--- src/rtl/alu_muldiv_pkg.sv ---
// Shared types and op-decoding helpers for the iterative RV32M multiply/divide unit.
package alu_muldiv_pkg;

    typedef enum logic [2:0] {
        OP_MUL    = 3'b000,
        OP_MULH   = 3'b001,
        OP_MULHSU = 3'b010,
        OP_MULHU  = 3'b011,
        OP_DIV    = 3'b100,
        OP_DIVU   = 3'b101,
        OP_REM    = 3'b110,
        OP_REMU   = 3'b111
    } muldiv_op_e;

    typedef enum logic [1:0] {
        S_IDLE = 2'd0,
        S_CALC = 2'd1,
        S_DONE = 2'd2
    } muldiv_state_e;

    // MUL counts as signed: its low half is sign-agnostic, so signed magnitudes give the same bits.
    function automatic logic is_signed_a(input muldiv_op_e op);
        return (op == OP_MUL) || (op == OP_MULH) || (op == OP_MULHSU) ||
               (op == OP_DIV) || (op == OP_REM);
    endfunction

    function automatic logic is_signed_b(input muldiv_op_e op);
        return (op == OP_MUL) || (op == OP_MULH) || (op == OP_DIV) || (op == OP_REM);
    endfunction

    function automatic logic is_div(input muldiv_op_e op);
        return op[2];
    endfunction

    function automatic logic is_rem(input muldiv_op_e op);
        return op[2] && op[1];
    endfunction

    function automatic logic is_high(input muldiv_op_e op);
        return !op[2] && (op != OP_MUL);
    endfunction

endpackage

--- src/rtl/alu_muldiv.sv ---
// Iterative shift-add multiplier / restoring divider with valid/ready on both sides and flush.
// Handshakes: a transfer happens on an edge where valid and ready are both high; valid holds its payload until then.
module alu_muldiv
    import alu_muldiv_pkg::*;
#(
    parameter int XLen    = 32,
    parameter int NOps    = 8,
    localparam int OpWidth = $clog2(NOps)
) (
    input  logic               clk_i,
    input  logic               rst_i,
    input  logic               valid_i,
    output logic               ready_o,
    input  logic [OpWidth-1:0] op_i,
    input  logic [XLen-1:0]    a_i,
    input  logic [XLen-1:0]    b_i,
    input  logic               flush_i,
    output logic               valid_o,
    input  logic               ready_i,
    output logic [XLen-1:0]    result_o,
    output logic               zero_o,
    output muldiv_state_e      state_o
);

    localparam int CntW = $clog2(XLen) + 1;

    muldiv_state_e   state_q, state_d;
    muldiv_op_e      op_q;
    muldiv_op_e      op_in;
    logic            sign_a_q, sign_b_q;
    logic [CntW-1:0] cnt_q;
    logic [XLen-1:0] hi_q, lo_q, opb_q;
    logic [XLen-1:0] result_q;
    logic            zero_q, valid_q;

    logic            accept, last_iter;
    logic            a_neg_in, b_neg_in, div_zero, overflow, special;
    logic [XLen-1:0] a_abs, b_abs, special_res;

    assign op_in     = muldiv_op_e'(op_i[2:0]);
    assign accept    = (state_q == S_IDLE) && valid_i && !flush_i;
    assign last_iter = (cnt_q == CntW'(XLen - 1));

    assign a_neg_in = is_signed_a(op_in) && a_i[XLen-1];
    assign b_neg_in = is_signed_b(op_in) && b_i[XLen-1];
    assign a_abs    = a_neg_in ? -a_i : a_i;
    assign b_abs    = b_neg_in ? -b_i : b_i;

    // Special cases bypass the iteration and land in DONE with a final result.
    assign div_zero = is_div(op_in) && (b_i == '0);
    assign overflow = is_div(op_in) && is_signed_b(op_in) &&
                      (a_i == {1'b1, {(XLen-1){1'b0}}}) && (b_i == '1);
    assign special  = div_zero || overflow;

    always_comb begin
        special_res = '0;
        if (div_zero) begin
            special_res = is_rem(op_in) ? a_i : '1;
        end else if (overflow) begin
            special_res = is_rem(op_in) ? '0 : a_i;
        end
    end

    // One iteration of either algorithm; hi/lo are shared between product and remainder/quotient.
    logic [XLen:0]     mul_sum, div_shift, div_diff;
    logic              div_ge;
    logic [XLen-1:0]   hi_n, lo_n;
    logic [2*XLen-1:0] prod, prod_fix;
    logic [XLen-1:0]   q_fix, r_fix, calc_res;

    always_comb begin
        mul_sum   = {1'b0, hi_q} + (lo_q[0] ? {1'b0, opb_q} : '0);
        div_shift = {hi_q, lo_q[XLen-1]};
        div_diff  = div_shift - {1'b0, opb_q};
        div_ge    = !div_diff[XLen];
        hi_n      = mul_sum[XLen:1];
        lo_n      = {mul_sum[0], lo_q[XLen-1:1]};
        if (is_div(op_q)) begin
            hi_n = div_ge ? div_diff[XLen-1:0] : div_shift[XLen-1:0];
            lo_n = {lo_q[XLen-2:0], div_ge};
        end
    end

    always_comb begin
        prod     = {hi_n, lo_n};
        prod_fix = (sign_a_q ^ sign_b_q) ? -prod : prod;
        q_fix    = (sign_a_q ^ sign_b_q) ? -lo_n : lo_n;
        r_fix    = sign_a_q ? -hi_n : hi_n;
        if (is_div(op_q)) begin
            calc_res = is_rem(op_q) ? r_fix : q_fix;
        end else begin
            calc_res = is_high(op_q) ? prod_fix[2*XLen-1:XLen] : prod_fix[XLen-1:0];
        end
    end

    always_comb begin
        state_d = state_q;
        case (state_q)
            S_IDLE:  if (accept) state_d = special ? S_DONE : S_CALC;
            S_CALC:  if (last_iter) state_d = S_DONE;
            S_DONE:  if (ready_i) state_d = S_IDLE;
            default: state_d = S_IDLE;
        endcase
        if (flush_i) state_d = S_IDLE;
    end

    always_ff @(posedge clk_i) begin
        if (rst_i) begin
            state_q  <= S_IDLE;
            op_q     <= OP_MUL;
            sign_a_q <= 1'b0;
            sign_b_q <= 1'b0;
            cnt_q    <= '0;
            hi_q     <= '0;
            lo_q     <= '0;
            opb_q    <= '0;
            result_q <= '0;
            zero_q   <= 1'b1;
            valid_q  <= 1'b0;
        end else begin
            state_q <= state_d;
            if (flush_i) begin
                valid_q <= 1'b0;
            end else begin
                case (state_q)
                    S_IDLE: if (valid_i) begin
                        op_q     <= op_in;
                        sign_a_q <= a_neg_in;
                        sign_b_q <= b_neg_in;
                        lo_q     <= a_abs;
                        opb_q    <= b_abs;
                        hi_q     <= '0;
                        cnt_q    <= '0;
                        if (special) begin
                            result_q <= special_res;
                            zero_q   <= (special_res == '0);
                            valid_q  <= 1'b1;
                        end
                    end
                    S_CALC: begin
                        hi_q  <= hi_n;
                        lo_q  <= lo_n;
                        cnt_q <= cnt_q + CntW'(1);
                        if (last_iter) begin
                            result_q <= calc_res;
                            zero_q   <= (calc_res == '0);
                            valid_q  <= 1'b1;
                        end
                    end
                    S_DONE: if (ready_i) valid_q <= 1'b0;
                    default: valid_q <= 1'b0;
                endcase
            end
        end
    end

    assign ready_o  = (state_q == S_IDLE);
    assign valid_o  = valid_q;
    assign result_o = result_q;
    assign zero_o   = zero_q;
    assign state_o  = state_q;

endmodule

--- config.mk ---
export PLATFORM = sky130hd
export DESIGN_NAME = alu_muldiv
export DESIGN_NICKNAME = d
export VERILOG_FILES = /design/src/rtl/alu_muldiv_pkg.sv /design/src/rtl/alu_muldiv.sv
export SDC_FILE = /design/constraint.sdc
export NUM_CORES = 1
export LEC_CHECK = 0
export BUFFER_PORTS_ARGS = -buffer_cell sky130_fd_sc_hd__clkbuf_2
export CAP_MARGIN = 40
export CORE_MARGIN = 5
export CORE_UTILIZATION = 40
export DETAILED_ROUTE_END_ITERATION = 16
export GPL_TIMING_DRIVEN = 0
export SLEW_MARGIN = 20
export SYNTH_ARGS = -nofsm -noshare
export SYNTH_HDL_FRONTEND = slang
export SYNTH_SLANG_ARGS = --single-unit
--- constraint.sdc ---
create_clock -name clk_i -period 5.35 [get_ports clk_i]
set_input_delay 0.2675 -clock clk_i [delete_from_list [all_inputs] [get_ports clk_i]]
set_output_delay 0.2675 -clock clk_i [all_outputs]
set_load 0.03 [all_outputs]
Word level (Yosys, flattened, before mapping) --
Cells that the tools add are included.
Operators by class: $add $sub $neg 8, $mul 0, divide/modulo/power cells 0, $lt $le $gt $ge 0, equal/unequal tests 14, shift operators 0, mux-type cells 40, bitwise gates (word level) 2, reduce and logical (&&, ||, !) cells 34
Operator list (count):
- 32-bit 2-to-1 mux | 20
- 32-bit one-hot mux with 2 select lines | 3
- 32-bit negation | 4
- 32-bit zero test | 3
- 32-bit equality test (second input constant) | 2
- 64-bit 2-to-1 mux | 1
- 64-bit negation | 1
- 32-bit by 32-bit adder with 33-bit output | 1
- 33-bit by 32-bit subtractor with 33-bit output | 1
- 6-bit one-hot mux with 2 select lines | 1
- 1-bit logical AND | 11
- 3-bit AND reduction | 3
- 2-bit 2-to-1 mux | 4
- 1-bit logical OR | 7
- 1-bit 2-to-1 mux | 7
- 6-bit by 1-bit adder with 6-bit output (second input constant) | 1
- 3-bit equality test (second input constant) | 2
- 6-bit by 5-bit equality test with 1-bit output (second input constant) | 1
- 6-bit 2-to-1 mux | 1
- 2-bit != test (second input constant) | 3
- 2-bit one-hot mux with 3 select lines | 1
- 5-bit AND reduction | 1
- 2-bit by 1-bit != test with 1-bit output (second input constant) | 2
- 4-bit AND reduction | 1
- other kinds (14) | 16
Word-level totals: flip-flop bits (word level) 143, bits in latches 0, bits in writable memories 0, bits in read-only memories 0, bits of input ports 72, output and inout port bits 37, word-level logic and storage cells 109, memories 0

Longest topological paths before layout --
Gate-level depths: netlist of the first run.
word-level depth 13, gate-level depth with buffers 31, mapped depth without buffers 27

Least setup slack after synthesis of the first run --
No wires, ideal clock.
kind flip-flop to flip-flop, start register lo_q[31], end register zero_q, in the netlist zero_o, arrival 5807 ps, data required time 5291 ps, setup slack -516 ps, cell stages (with the launch flop) 32, buffers on the path 4, clock period less this slack 5866 ps, cell sequence dfxtp_1 inv_1 ha_1 inv_1 fa_1 a211oi_2 nor4_2 o21a_1 o21ai_1 a21oi_2 buf_2 nor2_1 buf_2 mux2i_1 a21oi_1 inv_1 ha_1 nand2_1 nor2_1 a22oi_1 nand3_1 and2_1 and3_1 buf_2 and2_1 clkbuf_1 a41oi_1 a21oi_1 or4_1 nor4_1 and4bb_1 a31o_1
Between the ends: longest elaborated chain between the ends 10
RTL lines:
- start: declaration | RTL line alu_muldiv.sv:32 | logic [XLen-1:0] hi_q, lo_q, opb_q;
- start signal: assignment | RTL line alu_muldiv.sv:130 | lo_q <= a_abs;
- start signal: assignment | RTL line alu_muldiv.sv:142 | lo_q <= lo_n;
- 33-bit by 32-bit subtractor with 33-bit output | RTL line alu_muldiv.sv:74 | div_diff = div_shift - {1'b0, opb_q};
- 32-bit 2-to-1 mux / 1-bit zero test (equally long branches) | RTL line alu_muldiv.sv:79, alu_muldiv.sv:75
- 32-bit 2-to-1 mux | RTL line alu_muldiv.sv:78 | if (is_div(op_q)) begin
- 64-bit negation, or another cell as far along | RTL line alu_muldiv.sv:86 | prod_fix = (sign_a_q ^ sign_b_q) ? -prod : prod;
- 64-bit 2-to-1 mux, or another cell as far along | RTL line alu_muldiv.sv:86
- 32-bit 2-to-1 mux, on equally long branches | RTL line alu_muldiv.sv:92, alu_muldiv.sv:90
- 32-bit 2-to-1 mux * | RTL line alu_muldiv.sv:89 | if (is_div(op_q)) begin
- 32-bit zero test * | RTL line alu_muldiv.sv:146 | zero_q <= (calc_res == '0);
- 1-bit 2-to-1 mux * | RTL line alu_muldiv.sv:144 | if (last_iter) begin
- 1-bit one-hot mux with 2 select lines * | RTL line alu_muldiv.sv:125 | case (state_q)
- end signal: assignment | RTL line alu_muldiv.sv:136 | zero_q <= (special_res == '0);
- end signal: assignment | RTL line alu_muldiv.sv:146
- end: declaration | RTL line alu_muldiv.sv:34 | logic zero_q, valid_q;
Every way passes the cells marked *; elsewhere a longest branch is shown, timed or not. The select of a mux whose other input is x is not followed. A chain may end at the register's enable or synchronous reset.

Final worst setup path of the first run --
start register op_q[2], end register zero_q, in the netlist zero_o
Between the ends: longest elaborated chain between the ends 8
RTL lines:
- start: declaration | RTL line alu_muldiv.sv:28 | muldiv_op_e op_q;
- start signal: assignment | RTL line alu_muldiv.sv:127 | op_q <= op_in;
- 32-bit 2-to-1 mux | RTL line alu_muldiv.sv:78
- 64-bit negation, or another cell as far along | RTL line alu_muldiv.sv:86
- 64-bit 2-to-1 mux, or another cell as far along | RTL line alu_muldiv.sv:86
- 32-bit 2-to-1 mux, on equally long branches | RTL line alu_muldiv.sv:92, alu_muldiv.sv:90
- 32-bit 2-to-1 mux * | RTL line alu_muldiv.sv:89
- 32-bit zero test * | RTL line alu_muldiv.sv:146
- 1-bit 2-to-1 mux * | RTL line alu_muldiv.sv:144
- 1-bit one-hot mux with 2 select lines * | RTL line alu_muldiv.sv:125
Marks and branches as above.

==> summary.md, run 1 <==
| Metric | Value |
|---|---|
| Outcome | complete, but fails checks |
| Failing checks | setup timing |
| Portion of total power attributed to the clock network | between 30% and 40% |
| Post-CTS clock slew at the launch and capture registers of the worst setup and hold paths | approximately 0.070 ns |
| Largest family of logic cells by synthesized area | compound AO/OA/AOI/OAI gates |
| Total area of multi-input combinational cells | 0.0130 mm² |
| Fmax achieved | 171 MHz |
| Xor-xnor portion of the synthesized cell area | 7.23% |
| Detailed-route vias per instance | 6.58 |
| All-layer global routing usage | around a third |
| Max rail drop VDD | 0.265 mV |
| Final Routed Wirelength | 81200 µm |
| H-tree depth reported by CTS | 4 |
| Period utilisation layout | 109% |
| Fraction of synthesis flops using an asynchronous set or reset pin | 0% |
| Per-instance average area after synthesis | around 7.0 µm² |
| Vias after detailed routing | 20.0k |
| Die Width | approximately 210 µm |
| Count of distinct cell types in the synthesized netlist | between 100 and 150 |
| Number of synthesized register bits | 143 |
| Cell count after placement | ~2.9k |
| Mux share of post-synthesis cell area | slightly below 3% |
| Fin nets | 2643 |
| Hold buffers post-CTS | 0 |
| Setup crit start kind | flop |
| Total internal power | 2290 µW |
| Number of cells on the worst reg-to-reg path | 17 |
| Final critical-path required period | 5.84 ns |
| Highest fanout seen on the critical path | 10 |
| RePlAce Congestion | 1.03 |
| Simple-gate share of the synthesized area | 27.1% |
| Fraction of the yosys area taken by sequential cells | about 18% |
| Flip-flop and latch area | 0.00290 mm² |
| Combinational Power Share | 38.7% |
| Clock sink count | 143 |
| Filler cells | 4166 |
| Class of the most critical hold timing path | in -> reg |
| Total setup violations reported at the end of the flow | 4 |
| Fraction of power spent switching nets | roughly two fifths |
| Layout Utilization | 48.7% |
| Clock tree buffer depth | 2 |
| R2R Setup Slk | -0.49 ns |
| Synth Area in Compound Gates | between 30% and 40% |
| Share of power burned in registers | 30.1% |
| Number of violations reported at the end of detailed-routing iteration 0 | roughly 2.4k |
| Number of standard cells after synthesis | approximately 2.3k |
| Required time of the critical path | between 5 and 6 ns |
| Layout overhead on the synthesized area | 20.8% |
| Average routed wire per standard cell | 26.7 µm |
| Critical path type | reg -> reg |
| Relative max-transition margin | 39.9% |
| Row count | between 70 and 80 |
| Finished Layout Cells | 3040 |
| Yosys synthesis warning count | 0 |
| Initial antenna violation count | 2 |
| Max Cap Viol | 0 |
| I/O Pins | 109 |
| Router iterations before antenna repair | 8 |
| Unrepaired setup endpoints after global routing | yes |
| Number of nets in the synthesized netlist | between 2k and 2.5k |
| Largest net degree at the start of global routing | 17 |
| Placed wire-length estimate after detailed placement | around 65000 µm |
| Arrival time at the worst endpoint | between 6 and 7 ns |
| Residual antenna-violating net count after detailed routing | 0 |
| Number of flops mapped to enable cells by yosys | 0 |
| Vertical die dimension | 210 µm |
| Static power due to leakage | 0.00741 µW |
| Post-synthesis share of cell area spent on full adders, half adders and majority gates | around 5.7% |
| Top FF cell, synth | sky130_fd_sc_hd__dfxtp_1 |
| Least-Margin Pin Slew | 0.902 ns |
| Worst R2R End | zero_o$_SDFFE_PP1P_ |
| Vias in the first global route | 18.0k |
| Cell area after synthesis | about 0.016 mm² |
| Placeable Area | 0.0396 mm² |
| I/O Buffers | 106 |
| Setup_tns | -0.986 ns |
| Total power density per cell area | 201 mW/mm² |
| Final worst setup slack | -0.488 ns |
| Capturing instance or port of the critical path | zero_o$_SDFFE_PP1P_ |
| Start point of the critical path | op_q[2]$_SDFFE_PP0P_ |
| Switching component of the power | ~1600 µW |
| Hold violation count in the final report | 0 |
| Fraction of layout instances using a drive strength above 1 | between 10% and 20% |
| Launching point of the worst reg2reg path | op_q[2]$_SDFFE_PP0P_ |
| Setup skew after layout | approximately 0.014 ns |
| Drt drc | 0 |
| CTS Root Buffer Type | sky130_fd_sc_hd__clkbuf_16 |
| Gr ovfl total | 0 |
| Initial core utilization | 40.3% |
| Final count of pins violating max slew | 0 |
| Worst Setup End Kind | flop |
| TritonCTS clock tree | yes |
| Clock insertion delay at the later pin of the skew report | 0.48 ns |
| Die area | 0.0441 mm² |
| Post-placement worst setup slack | -2.15 ns |
| Total power draw | 3870 µW |
| Wire length of the first global-routing pass | 117000 µm |
| CTS buffer count | 17 |
-- how the worst min path moves through the flow --
stage / startpoint / to / cells past startpoint
2_1_floorplan: flush_i / state_o[0]$_SDFFE_PP0P_ / 1
3_3_place_gp: result_o[31]$_SDFFE_PP0P_ / result_o[31]$_SDFFE_PP0P_ / 2
3_5_place_dp: result_o[25]$_SDFFE_PP0P_ / result_o[25]$_SDFFE_PP0P_ / 2
4_1_cts: op_i[0] / op_q[0]$_SDFFE_PP0P_ / 3
5_1_grt: op_i[0] / op_q[0]$_SDFFE_PP0P_ / 3
6_report: op_i[0] / op_q[0]$_SDFFE_PP0P_ / 3
-- cells by family (layout without fill, tap and decap cells) --
logic type	Yosys count	count (layout)
AOI/OAI and AO/OA	795	795
xor gates and xnor gates	132	132
adders and majority gates	72	72
buffers and inverters	217	437
DFF	143	143
muxes	45	45
other	0	3
and+or+nand+nor	888	888
-- per-layer routing --
layer / global-route usage, % / up-vias / share of wire, %
met3: 10.5 / 206 / 12
met1: 48.4 / 9589 / 42
met4: 11.3 / 2 / 3.7
met2: 51.7 / 1209 / 42
li1: - / 8996 / -
met5: 0 / - / 0.043
-- critical path: stages, from the launching register on --
cell                       delay, ns
sky130_fd_sc_hd__dfxtp_2        0.42
sky130_fd_sc_hd__buf_4          0.27
sky130_fd_sc_hd__buf_4          0.30
sky130_fd_sc_hd__buf_6          0.24
sky130_fd_sc_hd__buf_6          0.23
sky130_fd_sc_hd__buf_2          0.36
sky130_fd_sc_hd__buf_2          0.39
sky130_fd_sc_hd__buf_2          0.38
sky130_fd_sc_hd__nor2_1         0.22
sky130_fd_sc_hd__buf_4          0.25
sky130_fd_sc_hd__a22oi_1        0.30
sky130_fd_sc_hd__clkbuf_1       0.51
sky130_fd_sc_hd__a21oi_1        0.17
sky130_fd_sc_hd__a211oi_1       0.71
sky130_fd_sc_hd__nand4_1        0.28
sky130_fd_sc_hd__nor4_2         0.31
sky130_fd_sc_hd__and4bb_1       0.26
sky130_fd_sc_hd__a31o_1         0.14
-- final cells by class --
type                            count  area share (%)
Sequential cell                   143            15.0
Multi-Input combinational cell   1932            67.2
Timing Repair Buffer              191            6.13
Clock buffer                       23            2.42
Inverter                           67            1.33
Buffer                            147            4.00
Clock inverter                      9           0.505
Antenna cell                        3          0.0389
Tap cell                          525            3.40
-- layout by cell type (no fill, tap or decap), types with 12 or more instances in the layout --
master and n:
sky130_fd_sc_hd__a211oi_1 84, sky130_fd_sc_hd__a21o_1 34, sky130_fd_sc_hd__a21oi_1 219, sky130_fd_sc_hd__a22oi_1 25
sky130_fd_sc_hd__a311oi_1 12, sky130_fd_sc_hd__a31oi_1 21, sky130_fd_sc_hd__and2_1 50, sky130_fd_sc_hd__and3_1 19
sky130_fd_sc_hd__buf_2 17, sky130_fd_sc_hd__buf_4 73, sky130_fd_sc_hd__buf_6 14, sky130_fd_sc_hd__clkbuf_1 100
sky130_fd_sc_hd__clkbuf_16 17, sky130_fd_sc_hd__clkbuf_2 115, sky130_fd_sc_hd__dfxtp_1 115, sky130_fd_sc_hd__dfxtp_2 26
sky130_fd_sc_hd__ha_1 61, sky130_fd_sc_hd__inv_1 63, sky130_fd_sc_hd__mux2i_1 31, sky130_fd_sc_hd__nand2_1 228
sky130_fd_sc_hd__nand2b_1 15, sky130_fd_sc_hd__nand3_1 42, sky130_fd_sc_hd__nand4_1 52, sky130_fd_sc_hd__nor2_1 265
sky130_fd_sc_hd__nor3_1 69, sky130_fd_sc_hd__nor3b_1 12, sky130_fd_sc_hd__nor4_1 23, sky130_fd_sc_hd__o211ai_1 51
sky130_fd_sc_hd__o21a_1 17, sky130_fd_sc_hd__o21ai_0 109, sky130_fd_sc_hd__o21ai_1 16, sky130_fd_sc_hd__or3_1 31
sky130_fd_sc_hd__xnor2_1 64, sky130_fd_sc_hd__xor2_1 66
-- power by group through the flow --
| stage | logic, µW | registers, µW | clock network, µW |
|---|---|---|---|
| floorplan | 791 | 1150 | 0 |
| global placement | 1240 | 1180 | 0 |
| detailed placement | 1240 | 1180 | 0 |
| CTS | 1350 | 1160 | 1210 |
| global route | 1560 | 1170 | 1250 |
| finish | 1500 | 1160 | 1210 |
-- sequential cells by signal (all words and copies together), names as in the netlist --
name / count
hi_q: 32
lo_q: 32
opb_q: 32
result_o: 32
cnt_q: 6
op_q: 3
state_o: 2
sign_a_q: 1
sign_b_q: 1
valid_o: 1
zero_o: 1
-- per-stage QoR --
stage          hold WS [ns]  instance area (µm²)
2_1_floorplan         0.347                16100
3_3_place_gp          0.442                17300
3_5_place_dp          0.443                17300
4_1_cts              0.0363                18700
5_1_grt              0.0650                19300
6_report             0.0530                19300
-- cells in the mapped netlist, types with 25 or more instances --
cell type / count / area [µm²]
sky130_fd_sc_hd__nor2_1: 268 / 1010
sky130_fd_sc_hd__a21oi_1: 230 / 1150
sky130_fd_sc_hd__nand2_1: 229 / 860
sky130_fd_sc_hd__dfxtp_1: 143 / 2860
sky130_fd_sc_hd__o21ai_0: 120 / 601
sky130_fd_sc_hd__clkbuf_1: 108 / 405
sky130_fd_sc_hd__a211oi_1: 96 / 721
sky130_fd_sc_hd__nor3_1: 75 / 375
sky130_fd_sc_hd__ha_1: 70 / 876
sky130_fd_sc_hd__inv_1: 66 / 248
sky130_fd_sc_hd__xnor2_1: 66 / 578
sky130_fd_sc_hd__xor2_1: 66 / 578
sky130_fd_sc_hd__and2_1: 52 / 325
sky130_fd_sc_hd__nand4_1: 52 / 325
sky130_fd_sc_hd__o211ai_1: 51 / 383
sky130_fd_sc_hd__nand3_1: 44 / 220
sky130_fd_sc_hd__a21o_1: 34 / 255
sky130_fd_sc_hd__mux2i_1: 34 / 340
sky130_fd_sc_hd__or3_1: 31 / 194
sky130_fd_sc_hd__nor4_1: 27 / 169
sky130_fd_sc_hd__a22oi_1: 26 / 195
sky130_fd_sc_hd__buf_2: 25 / 125
-- what timing repair did --
| action | CTS | global route |
|---|---|---|
| setup endpoints to repair | 39 | 20 |
| gates cloned | 0 | 0 |
| endpoints found under the hold margin | 0 | 0 |
| buffers inserted | 41 | 32 |
| pin swaps | 38 | 41 |
| gates resized for setup | 141 | 84 |
No activity file was read; power rests on OpenSTA's default activity.
==> run 2, diff against run 1 <==
- ABC_AREA: unset -> 1
- RECOVER_POWER: unset -> 50
==> summary.md, run 2 <==
| Metric | Value |
|---|---|
| Switching component of the power | 1650 µW |
| Cell with the most instances after synthesis | sky130_fd_sc_hd__nand2_1 |
| Layout Utilization | 45.0% |
| CP max-delay cell | sky130_fd_sc_hd__dfxtp_2 |
| Category of cells accounting for the largest share of critical-path delay | simple AND/OR/NAND/NOR gates |
| Layout overhead on the synthesized area | 11.2% |
| Residual antenna-violating net count after detailed routing | 0 |
| Portion of total power attributed to the clock network | 30.9% |
| Fraction of layout instances using a drive strength above 1 | 8.15% |
| Unrepaired setup endpoints after global routing | no |
| H-tree depth reported by CTS | 4 |
| Fraction of the yosys area taken by sequential cells | 16.0% |
| Highest fanout seen on the critical path | 7 |
| Total power density per cell area | 198 mW/mm² |
| Drt drc | 0 |
| CTS buffer count | 17 |
| Fraction of power spent switching nets | 42.0% |
| Router iterations before antenna repair | 7 |
| Number of flops mapped to enable cells by yosys | 0 |
| Arrival time at the worst endpoint | 5.42 ns |
| Worst path bufs/invs | 3 |
| Combinational Power Share | 40.1% |
| Clock sink count | 143 |
| Setup skew after layout | 0.00795 ns |
| Vias after detailed routing | between 20k and 25k |
| RePlAce Congestion | 1.04 |
| Die Width | about 220 µm |
| Number of violations reported at the end of detailed-routing iteration 0 | just over 3k |
| Slowest stage delay, CP | 0.39 ns |
| Area fraction of the dominant cell type after synthesis | 21.1% |
| Fin nets | 3567 |
| Post-CTS clock slew at the launch and capture registers of the worst setup and hold paths | ~0.060 ns |
| Cell accounting for the most synthesized area | sky130_fd_sc_hd__nand2_1 |
| Max Cap Viol | 0 |
| Placed wire-length estimate after detailed placement | approximately 70000 µm |
| Number of standard cells after synthesis | 3282 |
| Total setup violations reported at the end of the flow | 0 |
| Top FF cell, synth | sky130_fd_sc_hd__dfxtp_1 |
| Placeable Area | 0.0442 mm² |
| Number of nets in the synthesized netlist | 3426 |
| Hold violation count in the final report | 0 |
| Final count of pins violating max slew | 0 |
| Total internal power | ~2300 µW |
| Top post-synthesis cells by area | sky130_fd_sc_hd__nand2_1 (21%), sky130_fd_sc_hd__dfxtp_1 (16%), sky130_fd_sc_hd__inv_1 (9.5%) |
| Vertical die dimension | 221 µm |
| Fraction of synthesis flops using an asynchronous set or reset pin | 0% |
| Share of power burned in registers | 28.9% |
| Final Routed Wirelength | 84200 µm |
| Clock insertion delay at the later pin of the skew report | 0.45 ns |
| Wire length of the first global-routing pass | 124000 µm |
| Cell area after synthesis | 0.0179 mm² |
| Fmax achieved | 199 MHz |
| Required time of the critical path | around 5.8 ns |
| Number of diodes added for antenna fixing | 0 |
| Class of the most critical hold timing path | in -> reg |
| Most common library cell in the layout ignoring fill and taps | sky130_fd_sc_hd__nand2_1 |
| Yosys synthesis warning count | 0 |
| Period utilisation layout | 94.0% |
| Total power draw | 3930 µW |
| Count of distinct cell types in the synthesized netlist | 58 |
| Least-Margin Pin Slew | between 0.9 and 1 ns |
| Initial core utilization | 40.4% |
| Synth top cells by count | sky130_fd_sc_hd__nand2_1 (1004), sky130_fd_sc_hd__inv_1 (452), sky130_fd_sc_hd__nand3_1 (304), sky130_fd_sc_hd__nor2_1 (300), sky130_fd_sc_hd__a21oi_1 (244) |
| TritonCTS clock tree | yes |
| I/O Pins | 109 |
| Final critical-path required period | 5.03 ns |
| Vias in the first global route | 19.7k |
| Clock tree buffer depth | 2 |
| Row count | 77 |
| Static power due to leakage | around 0.010 µW |
| Average routed wire per standard cell | 20.9 µm |
| Gr ovfl total | 0 |
| Max rail drop VDD | 0.175 mV |
| Leading cell types in the layout, fill and taps excluded | sky130_fd_sc_hd__nand2_1 (1003), sky130_fd_sc_hd__inv_1 (451), sky130_fd_sc_hd__nand3_1 (300), sky130_fd_sc_hd__nor2_1 (292), sky130_fd_sc_hd__a21oi_1 (244) |
| Initial antenna violation count | 0 |
| Detailed-route vias per instance | 5.52 |
| Worst Setup End Kind | flop |
| Number of synthesized register bits | around 140 |
| Setup_tns | 0 ns |
| Relative max-transition margin | roughly two fifths |
| Critical path type | reg -> reg |
| CTS Root Buffer Type | sky130_fd_sc_hd__clkbuf_16 |
| Largest net degree at the start of global routing | 17 |
| All-layer global routing usage | 32.5% |
| Die area | 0.0490 mm² |
| I/O Buffers | 107 |
| Setup crit start kind | flop |
| Per-instance average area after synthesis | approximately 5.4 µm² |
| Outcome | finished clean |
| Hold buffers post-CTS | 0 |
-- run 2: cell count changes in the layout (fill, tap and decap cells not counted), sizes merged, moves of 34 or more --
cell    before   now
and2        53     4
nand2      229  1051
o21ai      131   221
inv         71   459
buf        120    56
xnor2       66    26
clkbuf     241   204
nor2       269   335
mux2i       34     0
o211ai      52    14
a211oi      98     1
nand3       47   314
-- run 2: cells by family (layout without fill, tap and decap cells) --
family,Yosys count,count (layout),synth area share (%)
fa+ha+maj,72,72,5.12
compound gates,565,565,17.3
xor+xnor,81,81,3.97
flops,143,143,16.0
buf+inv,578,732,12.8
simple gates,1843,1843,44.8
-- run 2: worst min-delay path: stages --
cell and delay (ns):
sky130_fd_sc_hd__clkbuf_2 0.08, sky130_fd_sc_hd__inv_1 0.08, sky130_fd_sc_hd__o21ai_0 0.09
-- run 2: layer usage --
metal | vias to the layer above | global-route usage (%) | part of all wire (%)
met5 | - | 0 | 0
met3 | 160 | 7.79 | 11
li1 | 10900 | - | -
met2 | 1183 | 45.3 | 39
met4 | 0 | 12.1 | 4.0
met1 | 10000 | 48.2 | 46
-- run 2: worst paths after layout --
kind / from / end / slack (ns) / cells after the start
hold / removal: op_i[0] / op_q[0]$_SDFFE_PP0P_ / 0.11 / 3
setup / recovery: opb_q[28]$_SDFFE_PP0P_ / zero_o$_SDFFE_PP1P_ / 0.32 / 35
hold reg to reg: result_o[7]$_SDFFE_PP0P_ / result_o[7]$_SDFFE_PP0P_ / 0.46 / 2
setup reg to reg: opb_q[28]$_SDFFE_PP0P_ / zero_o$_SDFFE_PP1P_ / 0.32 / 35
-- run 2: timing repair --
action / CTS / global route
setup buffers: 0 / 12
pin swaps: 0 / 13
gates resized for setup: 4 / 24
endpoints found under the setup margin: 6 / 19
-- run 2: power groups by stage --
stage / logic, µW / clock network [µW] / registers [µW]
2_1_floorplan: 1010 / 0 / 1160
3_3_place_gp: 1500 / 0 / 1160
3_5_place_dp: 1500 / 0 / 1160
4_1_cts: 1500 / 1220 / 1140
5_1_grt: 1710 / 1260 / 1140
6_report: 1580 / 1220 / 1140
-- run 2: through the flow --
step	worst slack [ns]	cell area, µm²	cells	hold WS [ns]
6_report	0.322	19900	4028	0.113
5_1_grt	0.00870	19900	4028	0.140
4_1_cts	0.0463	19800	4016	0.0934
3_5_place_dp	-0.243	19200	3984	0.457
3_3_place_gp	-0.254	19200	3981	0.453
2_1_floorplan	1.26	17900	3282	0.429
-- run 2: area by class of cell --
type,count,area [µm²]
timing repair buffer,123,613
inverter,462,1730
fill,5066,24300
multi-input combinational,2561,12800
clock buffer,22,474
tap,592,741
sequential,143,2870
buffer,115,538
clock inverter,10,111
